[src/rtl/fifo_pkg.sv]
// Shared definitions for the FIFO drain block: state encoding and default word width.
package fifo_pkg;
    localparam int DEFAULT_WIDTH = 4;

    typedef enum logic [1:0] {
        IDLE  = 2'd0,
        FETCH = 2'd1,
        WAIT  = 2'd2,
        HOLD  = 2'd3
    } drain_state_t;
endpackage

[src/rtl/fifo_drain_if.sv]
// FIFO-side and downstream-side handshake bundle of fifo_drain; master is the drain engine.
interface fifo_drain_if
    import fifo_pkg::*;
#(
    parameter int WIDTH = DEFAULT_WIDTH
) ();
    logic             empty;
    logic [WIDTH-1:0] rd_data;
    logic             read;
    logic [WIDTH-1:0] out_data;
    logic             out_valid;
    logic             out_ready;

    modport master (
        input  empty,
        input  rd_data,
        input  out_ready,
        output read,
        output out_data,
        output out_valid
    );

    modport slave (
        output empty,
        output rd_data,
        output out_ready,
        input  read,
        input  out_data,
        input  out_valid
    );
endinterface

[src/rtl/fifo_drain_counter.sv]
// drain_counter: counts accepted words, wrapping modulo 2^CNT_W.
// Latency: count updates on the edge where inc is sampled high.
// Backpressure: none; inc is a single-cycle strobe per handshake.
module drain_counter #(
    parameter int CNT_W = 8
) (
    input  logic             clk,
    input  logic             reset,
    input  logic             inc,
    output logic [CNT_W-1:0] count
);
    always_ff @(posedge clk) begin
        if (reset) begin
            count <= '0;
        end else if (inc) begin
            count <= count + CNT_W'(1);
        end
    end
endmodule

[src/rtl/fifo_drain.sv]
// fifo_drain: pops words from a FIFO control unit and presents them downstream (FIFO_DRAIN_COUNT_EN adds drained_count).
// Latency: empty=0 seen in IDLE -> read next cycle -> out_valid two edges later; one word per 3 cycles.
// Backpressure: word held in HOLD with out_data stable until out_ready; no further pops meanwhile.
module fifo_drain
    import fifo_pkg::*;
#(
    parameter int WIDTH = DEFAULT_WIDTH,
    parameter int CNT_W = 8
) (
    input  logic             clk,
    input  logic             reset,
    fifo_drain_if.master     bus,
`ifdef FIFO_DRAIN_COUNT_EN
    output logic [CNT_W-1:0] drained_count,
`endif
    output logic             busy
);
    drain_state_t     state;
    logic             read_q;
    logic             valid_q;
    logic             busy_q;
    logic [WIDTH-1:0] data_q;

    // All outputs are registered alongside the state so they never glitch on inputs.
    always_ff @(posedge clk) begin
        if (reset) begin
            state   <= IDLE;
            read_q  <= 1'b0;
            valid_q <= 1'b0;
            busy_q  <= 1'b0;
            data_q  <= '0;
        end else begin
            unique case (state)
                IDLE: begin
                    if (!bus.empty) begin
                        state  <= FETCH;
                        read_q <= 1'b1;
                        busy_q <= 1'b1;
                    end
                end
                FETCH: begin
                    state  <= WAIT;
                    read_q <= 1'b0;
                end
                WAIT: begin
                    // rd_data is valid in the cycle after the pop edge
                    state   <= HOLD;
                    data_q  <= bus.rd_data;
                    valid_q <= 1'b1;
                end
                HOLD: begin
                    if (bus.out_ready) begin
                        valid_q <= 1'b0;
                        if (!bus.empty) begin
                            state  <= FETCH;
                            read_q <= 1'b1;
                        end else begin
                            state  <= IDLE;
                            busy_q <= 1'b0;
                        end
                    end
                end
                default: begin
                    state   <= IDLE;
                    read_q  <= 1'b0;
                    valid_q <= 1'b0;
                    busy_q  <= 1'b0;
                end
            endcase
        end
    end

    assign bus.read      = read_q;
    assign bus.out_valid = valid_q;
    assign bus.out_data  = data_q;
    assign busy          = busy_q;

`ifdef FIFO_DRAIN_COUNT_EN
    logic handshake;

    assign handshake = (state == HOLD) && bus.out_ready;

    drain_counter #(
        .CNT_W (CNT_W)
    ) u_counter (
        .clk   (clk),
        .reset (reset),
        .inc   (handshake),
        .count (drained_count)
    );
`endif
endmodule

[src/flat_wrapper.sv]
// flat-port wrapper written by rule: the top's interface ports become plain ports
module fifo_drain_flat import fifo_pkg::*;
#(
    parameter int WIDTH = DEFAULT_WIDTH,
    parameter int CNT_W = 8
)
  (clk, reset, busy, bus_empty, bus_rd_data, bus_out_ready, bus_read, bus_out_data, bus_out_valid);
  fifo_drain_if #(.WIDTH(WIDTH)) bus_i ();
  input  logic clk;
  input  logic reset;
  output logic busy;
  input wire logic [$bits(bus_i.empty)-1:0] bus_empty;
  input wire logic [$bits(bus_i.rd_data)-1:0] bus_rd_data;
  input wire logic [$bits(bus_i.out_ready)-1:0] bus_out_ready;
  output wire logic [$bits(bus_i.read)-1:0] bus_read;
  output wire logic [$bits(bus_i.out_data)-1:0] bus_out_data;
  output wire logic [$bits(bus_i.out_valid)-1:0] bus_out_valid;
  assign bus_i.empty = bus_empty;
  assign bus_i.rd_data = bus_rd_data;
  assign bus_i.out_ready = bus_out_ready;
  assign bus_read = bus_i.read;
  assign bus_out_data = bus_i.out_data;
  assign bus_out_valid = bus_i.out_valid;
  fifo_drain #(.WIDTH(WIDTH), .CNT_W(CNT_W)) u_core (.clk(clk), .reset(reset), .bus(bus_i), .busy(busy));
endmodule
[config.mk]
export PLATFORM = sky130hd
export DESIGN_NAME = fifo_drain_flat
export DESIGN_NICKNAME = d
export VERILOG_FILES = /design/src/rtl/fifo_pkg.sv /design/src/rtl/fifo_drain_if.sv /design/src/rtl/fifo_drain_counter.sv /design/src/rtl/fifo_drain.sv /design/src/flat_wrapper.sv
export SDC_FILE = /design/constraint.sdc
export NUM_CORES = 1
export LEC_CHECK = 0
export BUFFER_PORTS_ARGS = -buffer_cell sky130_fd_sc_hd__buf_2
export CELL_PAD_IN_SITES_DETAIL_PLACEMENT = 1
export CELL_PAD_IN_SITES_GLOBAL_PLACEMENT = 2
export CORE_UTILIZATION = 30
export CTS_CLUSTER_DIAMETER = 60
export DETAILED_ROUTE_END_ITERATION = 10
export PLACE_DENSITY_LB_ADDON = 0.1
export REMOVE_ABC_BUFFERS = 1
export SLEW_MARGIN = 5
export SYNTH_ARGS = -nofsm -noshare
export SYNTH_HDL_FRONTEND = slang
export SYNTH_HIERARCHICAL = 1
export SYNTH_SLANG_ARGS = --single-unit
[constraint.sdc]
create_clock -name clk -period 2.2 [get_ports clk]
set_input_delay 0.22 -clock clk [delete_from_list [all_inputs] [get_ports clk]]
set_output_delay 0.22 -clock clk [all_outputs]
set_load 0.03 [all_outputs]
==> metrics.yaml, run 1 <==
layout:
  drive_above_1_share: 0.284
  synthToLayoutAreaGrowth_pct: 19.8
  antennaDiodeCount: 0
  final_nets: 82
critical_path:
  crit-reg2reg-capture: "u_core/bus.out_valid$_SDFFE_PP0P_"
  cp.required_ps: 2380
  regToRegStartpoint: "u_core/state[0]$_SDFFE_PP0P_"
  cp-end-kind: "flip-flop"
  start_kind: "flip-flop"
  r2r_slack_ps: 770
  worst_ep_arrival_time_ps: 1610
  reg2reg_depth: 4
  criticalPathCategory: "reg -> reg"
  critPathMaxFanout: 6
worst_hold_path:
  hold_end: "u_core/bus.out_data[2]$_SDFFE_PP0P_"
  hold_path.class: "in -> reg"
  hold_depth: 3
  worstHoldStart: "bus_rd_data[2]"
clock_network:
  clkSinkCount: 9
  htree_levels: 1
  clk_latency_ps: 260
  cts_root_buf: "clkbuf_4"
  hold_buffers: 0
  cts_setup_buffers: 0
  cts_resized: 0
  clkTransAtPathRegs_ps: 60
  cts_max_path_buffers: 2
  cts_tree: "built"
  numCtsBuffers: 3
logic_synthesis:
  netlist_top_cells_area: "dfxtp_1 (37%), ha_1 (15%), mux2i_1 (8.1%)"
  synthMostInstantiatedCell: "dfxtp_1"
  synth-simple-area-share: 0.107
  synth_area_per_cell_um2: 9.64
  synth.top_cell.area_share: 0.366
  synth_top_area_cell: "dfxtp_1"
  synth_compound_gate_area_share: 0.193
  synthMuxAreaShare: 0.104
  synth_edf_count: 0
  ys_ff_latch: 9
  synthTopCellsByCount: "dfxtp_1 (9), ha_1 (6), nor2_1 (6)"
  yosysWarnings: 6
  yosys.area_share.adder: 0.153
  synth_top_family_by_area: "compound AO/OA/AOI/OAI gates"
  seq_area_frac_synth: 0.366
  ys_types: 21
  ys.flop_type: "dfxtp_1"
  synth_xor_area_frac: 0
  syn_area_um2: 492
  async_flop_share: 0
  syn_inst: 51
routing:
  drtIter0Drc: 3
  drt_first_pass_iters: 2
  viasPerCell: 5.04
  vias: 418
  drcViolationCount: 0
  drt-total-wl_um: 1020
  post_drt_wl_per_cell_um: 12.3
  ant_nets: 0
timing:
  setup_viol: 0
  hold_viol: 0
  worst_slew_pin_slew_ps: 300
  grt_setup_unrepaired: "no"
  post-route-period-util: 0.650
  fin_crit_ps: 1430
  fin_worst_skew_ps: 4.74
  setup_tns_ps: 0
  relSlewSlack: 0.800
  drv_slew: 0
  fmax_mhz: 699
global_route:
  antenna_found_initial: 0
  grt_start_max_net_pins: 10
  top_usage_layer: "met2"
  met1_usage: 0.169
  grt_overflow: 0
  use_met2: 0.234
  grt_usage: 0.143
  grt_pass1_vias: 441
  met3_usage: 0.0776
  grt_first_pass_wirelength_um: 1940
power_and_ir_drop:
  ir_drop_v: 0.000607
  p_per_area_nw_per_um2: 1350
  p_leak_nw: 0.268
  power_mw: 0.793
placement:
  place.gp.congestion: 0.730
  portBuffers: 14
  dp_hpwl_um: 813
floorplanning:
  dieArea_um2: 1800
  die_h_um: 42.5
  num_rows: 14
  io_pins: 15
  dieWidth_um: 42.5
  start_util: 0.323
  core_area_um2: 1520
outcome:
  status: "complete, no violations"
flow_run:
  maxCapViolations: 0
-- worst max-delay path, cell delays in order, from the launching register on --
cell and delay [ps]:
dfxtp_1 380, inv_1 130, ha_1 330, mux2_2 310
a211oi_1 210
-- power by group --
part	total, mW	switching [mW]	internal, mW	leakage, nW
Combinational	0.409	0.248	0.161	0.179
Clock	0.126	0.0559	0.0698	0.0150
Sequential	0.259	0.0401	0.219	0.0738
Total	0.793	0.344	0.449	0.268
-- registers in the layout, summed over array words and instances (netlist names) --
signal and cells:
u_core/bus.out_data 4, u_core/bus.out_valid 1, u_core/bus.read 1, u_core/busy 1, u_core/state 2
-- worst max-delay path by stage --
stage,start,to,slack [ps],cells after the start
after CTS,u_core/state[0]$_SDFFE_PP0P_,u_core/bus.out_valid$_SDFFE_PP0P_,740,4
after detailed placement,u_core/state[0]$_SDFFE_PP0P_,u_core/bus.out_valid$_SDFFE_PP0P_,770,4
after global routing,u_core/state[0]$_SDFFE_PP0P_,u_core/state[0]$_SDFFE_PP0P_,600,5
after global placement,u_core/state[0]$_SDFFE_PP0P_,u_core/state[0]$_SDFFE_PP0P_,770,5
final,u_core/state[0]$_SDFFE_PP0P_,u_core/bus.out_valid$_SDFFE_PP0P_,770,4
after floorplan,u_core/state[0]$_SDFFE_PP0P_,u_core/bus.out_valid$_SDFFE_PP0P_,870,4
-- cell type report --
cell class | count | area, µm²
tap | 16 | 20.0
multi-input combinational | 35 | 274
timing repair buffer | 14 | 70.1
clock buffer | 4 | 26.3
sequential | 9 | 180
inverter | 5 | 18.8
fill | 192 | 935
-- cells in the final DEF, fill, tap and decap left out, types with 2 or more instances in the layout --
| cell | n |
|---|---|
| a21oi_1 | 2 |
| mux2i_1 | 4 |
| a211oi_1 | 2 |
| buf_2 | 14 |
| inv_1 | 5 |
| clkbuf_4 | 3 |
| a31oi_1 | 3 |
| ha_1 | 6 |
| nor2_1 | 6 |
| dfxtp_1 | 9 |
| o211ai_1 | 2 |
-- metal layers --
metal | up-vias | share of wire
met3 | 0 | 0.058
met1 | 198 | 0.46
li1 | 211 | -
met2 | 9 | 0.48
met4 | 0 | 0
met5 | - | 0
-- kinds of logic after synthesis --
logic type	count (synthesis)
DFF	9
buffers and inverters	7
muxes	5
AOI/OAI and AO/OA	13
and+or+nand+nor	11
adders and majority gates	6
-- through the flow --
stage	util	std cells	instance area, µm²	hold WS, ps	worst slack, ps
4_1_cts	0.387	83	589	199	742
5_1_grt	0.387	83	589	217	604
3_3_place_gp	0.369	79	563	461	770
2_1_floorplan	-	49	473	286	874
6_report	0.387	83	589	198	770
3_5_place_dp	0.369	79	563	468	769
Note: power is estimated with default switching activity, not from simulation.
==> run 2: changes to the inputs <==
- CORE_UTILIZATION: 30 -> 28
- clock period: 2.2 -> 1.4 ns (I/O delays scaled with it)
==> run 2 against run 1 <==
  * First-iteration DRC count rose to 3.0 times the previous value
  * Routed wire length grew 11%
  * Clock power rose by 62%
  * Sequential cell count is the same
  * Setup slack got worse by 680 ps
  * Die area increased by 6.8%
  * Clock skew fell by 1.6 ps
  * Critical endpoint unchanged
==> metrics.yaml, run 2 (synthesis gave the netlist of run 1 again) <==
outcome:
  status: "complete, no violations"
routing:
  drt-total-wl_um: 1130
  drcViolationCount: 0
  post_drt_wl_per_cell_um: 13.2
  drtIter0Drc: 9
  drt_first_pass_iters: 3
  viasPerCell: 5.02
  ant_nets: 0
  vias: 432
timing:
  drv_slew: 0
  fin_ws_ps: 89.0
  fmax_mhz: 763
  setup_tns_ps: 0
  hold_viol: 0
  setup_viol: 0
  post-route-period-util: 0.936
  grt_setup_unrepaired: "no"
  relSlewSlack: 0.788
  fin_worst_skew_ps: 3.09
  worst_slew_pin_slew_ps: 316
  fin_crit_ps: 1310
worst_hold_path:
  hold_path.class: "in -> reg"
  hold_end: "u_core/bus.out_data[3]$_SDFFE_PP0P_"
  hold_depth: 3
  worstHoldStart: "bus_rd_data[3]"
floorplanning:
  core_area_um2: 1580
  dieWidth_um: 43.9
  dieArea_um2: 1930
  die_h_um: 43.9
  io_pins: 15
  start_util: 0.312
  num_rows: 14
critical_path:
  regToRegStartpoint: "u_core/state[0]$_SDFFE_PP0P_"
  cp-end-kind: "flip-flop"
  cpMaxStageDelayCell: "dfxtp_1"
  start_kind: "flip-flop"
  critPathMaxFanout: 5
  criticalPathCategory: "reg -> reg"
  crit-reg2reg-capture: "u_core/bus.out_valid$_SDFFE_PP0P_"
  slowest_delay_ps: 410
  reg2reg_depth: 4
  cp.required_ps: 1580
  worstPathCellList: "inv_2 -> ha_1 -> mux2_2 -> a211oi_1"
  worst_ep_arrival_time_ps: 1490
  r2r_slack_ps: 90
clock_network:
  clkSinkCount: 9
  clk_latency_ps: 260
  cts_max_path_buffers: 2
  cts_tree: "built"
  hold_buffers: 0
  numCtsBuffers: 3
  clkTransAtPathRegs_ps: 60
  cts_root_buf: "clkbuf_4"
  htree_levels: 1
  cts_setup_buffers: 0
flow_run:
  maxCapViolations: 0
global_route:
  antenna_found_initial: 0
  grt_overflow: 0
  grt_start_max_net_pins: 10
  grt_usage: 0.142
  grt_first_pass_wirelength_um: 1940
  grt_pass1_vias: 402
power_and_ir_drop:
  p_seq_frac: 0.313
  power.net_switching_mw: 0.569
  p_leak_nw: 0.283
  comb_power_share: 0.530
  p_per_area_nw_per_um2: 2120
  power_frac_clock: 0.156
  p_int_mw: 0.737
  p_sw_frac: 0.436
  ir_drop_v: 0.000793
layout:
  final_cell_mix: "buf_2 (14), dfxtp_1 (9), nor2_1 (6)"
  final_nets: 85
  final_common_cell: "buf_2"
  largest_reg_flops: 4
  drive_above_1_share: 0.343
  post-route-util: 0.390
  synthToLayoutAreaGrowth_pct: 24.9
  antennaDiodeCount: 0
placement:
  portBuffers: 14
  dp_slack_ps: 11.2
  place.gp.congestion: 0.723
==> run 2: how the worst max path moves through the flow <==
stage	cells past startpoint	startpoint	slack [ps]	endpoint
2_1_floorplan	4	u_core/state[0]$_SDFFE_PP0P_	70	u_core/bus.out_valid$_SDFFE_PP0P_
3_3_place_gp	5	u_core/state[0]$_SDFFE_PP0P_	30	u_core/state[0]$_SDFFE_PP0P_
3_5_place_dp	5	u_core/state[0]$_SDFFE_PP0P_	10	u_core/state[0]$_SDFFE_PP0P_
4_1_cts	5	u_core/state[0]$_SDFFE_PP0P_	50	u_core/state[0]$_SDFFE_PP0P_
5_1_grt	5	u_core/state[1]$_SDFFE_PP0P_	2	u_core/state[0]$_SDFFE_PP0P_
6_report	4	u_core/state[0]$_SDFFE_PP0P_	90	u_core/bus.out_valid$_SDFFE_PP0P_
==> run 2: critical path: cells and delay by family, from the launching register on <==
family                   cells  cell delay (ps)
buffers and inverters        1              100
flip-flops                   1              410
AO/OA/AOI/OAI                1              210
multiplexers                 1              280
adder cells (fa/ha/maj)      1              230
==> run 2: timing repair <==
item	4_1_cts	5_1_grt
cloned	0	0
gates resized for setup	1	1
endpoints found under the setup margin	1	2
==> run 2: final cells by class <==
type,instances,area (µm²)
clock buffers,4,26.3
well taps,16,20.0
inverters,5,18.8
flip-flops and latches,9,180
multi-input cells,35,277
fillers,195,962
repair buffers,17,92.6
==> run 2: routing by layer <==
layer	GRT usage	vias to the layer above	share of wire
met5	0	-	0
met3	0.0667	2	0.050
met1	0.185	201	0.49
met4	0.0545	0	0.011
met2	0.203	10	0.45
li1	-	219	-
==> run 2: stage by stage <==
stage / std cells / power [mW] / cell area, µm² / hold WS, ps
2_1_floorplan: 49 / 0.901 / 473 / 206
3_3_place_gp: 82 / 1.08 / 586 / 375
3_5_place_dp: 82 / 1.10 / 586 / 387
4_1_cts: 86 / 1.32 / 612 / 112
5_1_grt: 86 / 1.42 / 614 / 136
6_report: 86 / 1.31 / 614 / 113
==> run 2: power groups by stage <==
stage | combinational [mW] | clock (mW) | sequential, mW
after floorplan | 0.380 | 0 | 0.522
after global placement | 0.674 | 0 | 0.410
after detailed placement | 0.685 | 0 | 0.415
after CTS | 0.692 | 0.212 | 0.412
after global routing | 0.769 | 0.225 | 0.423
final | 0.692 | 0.204 | 0.409
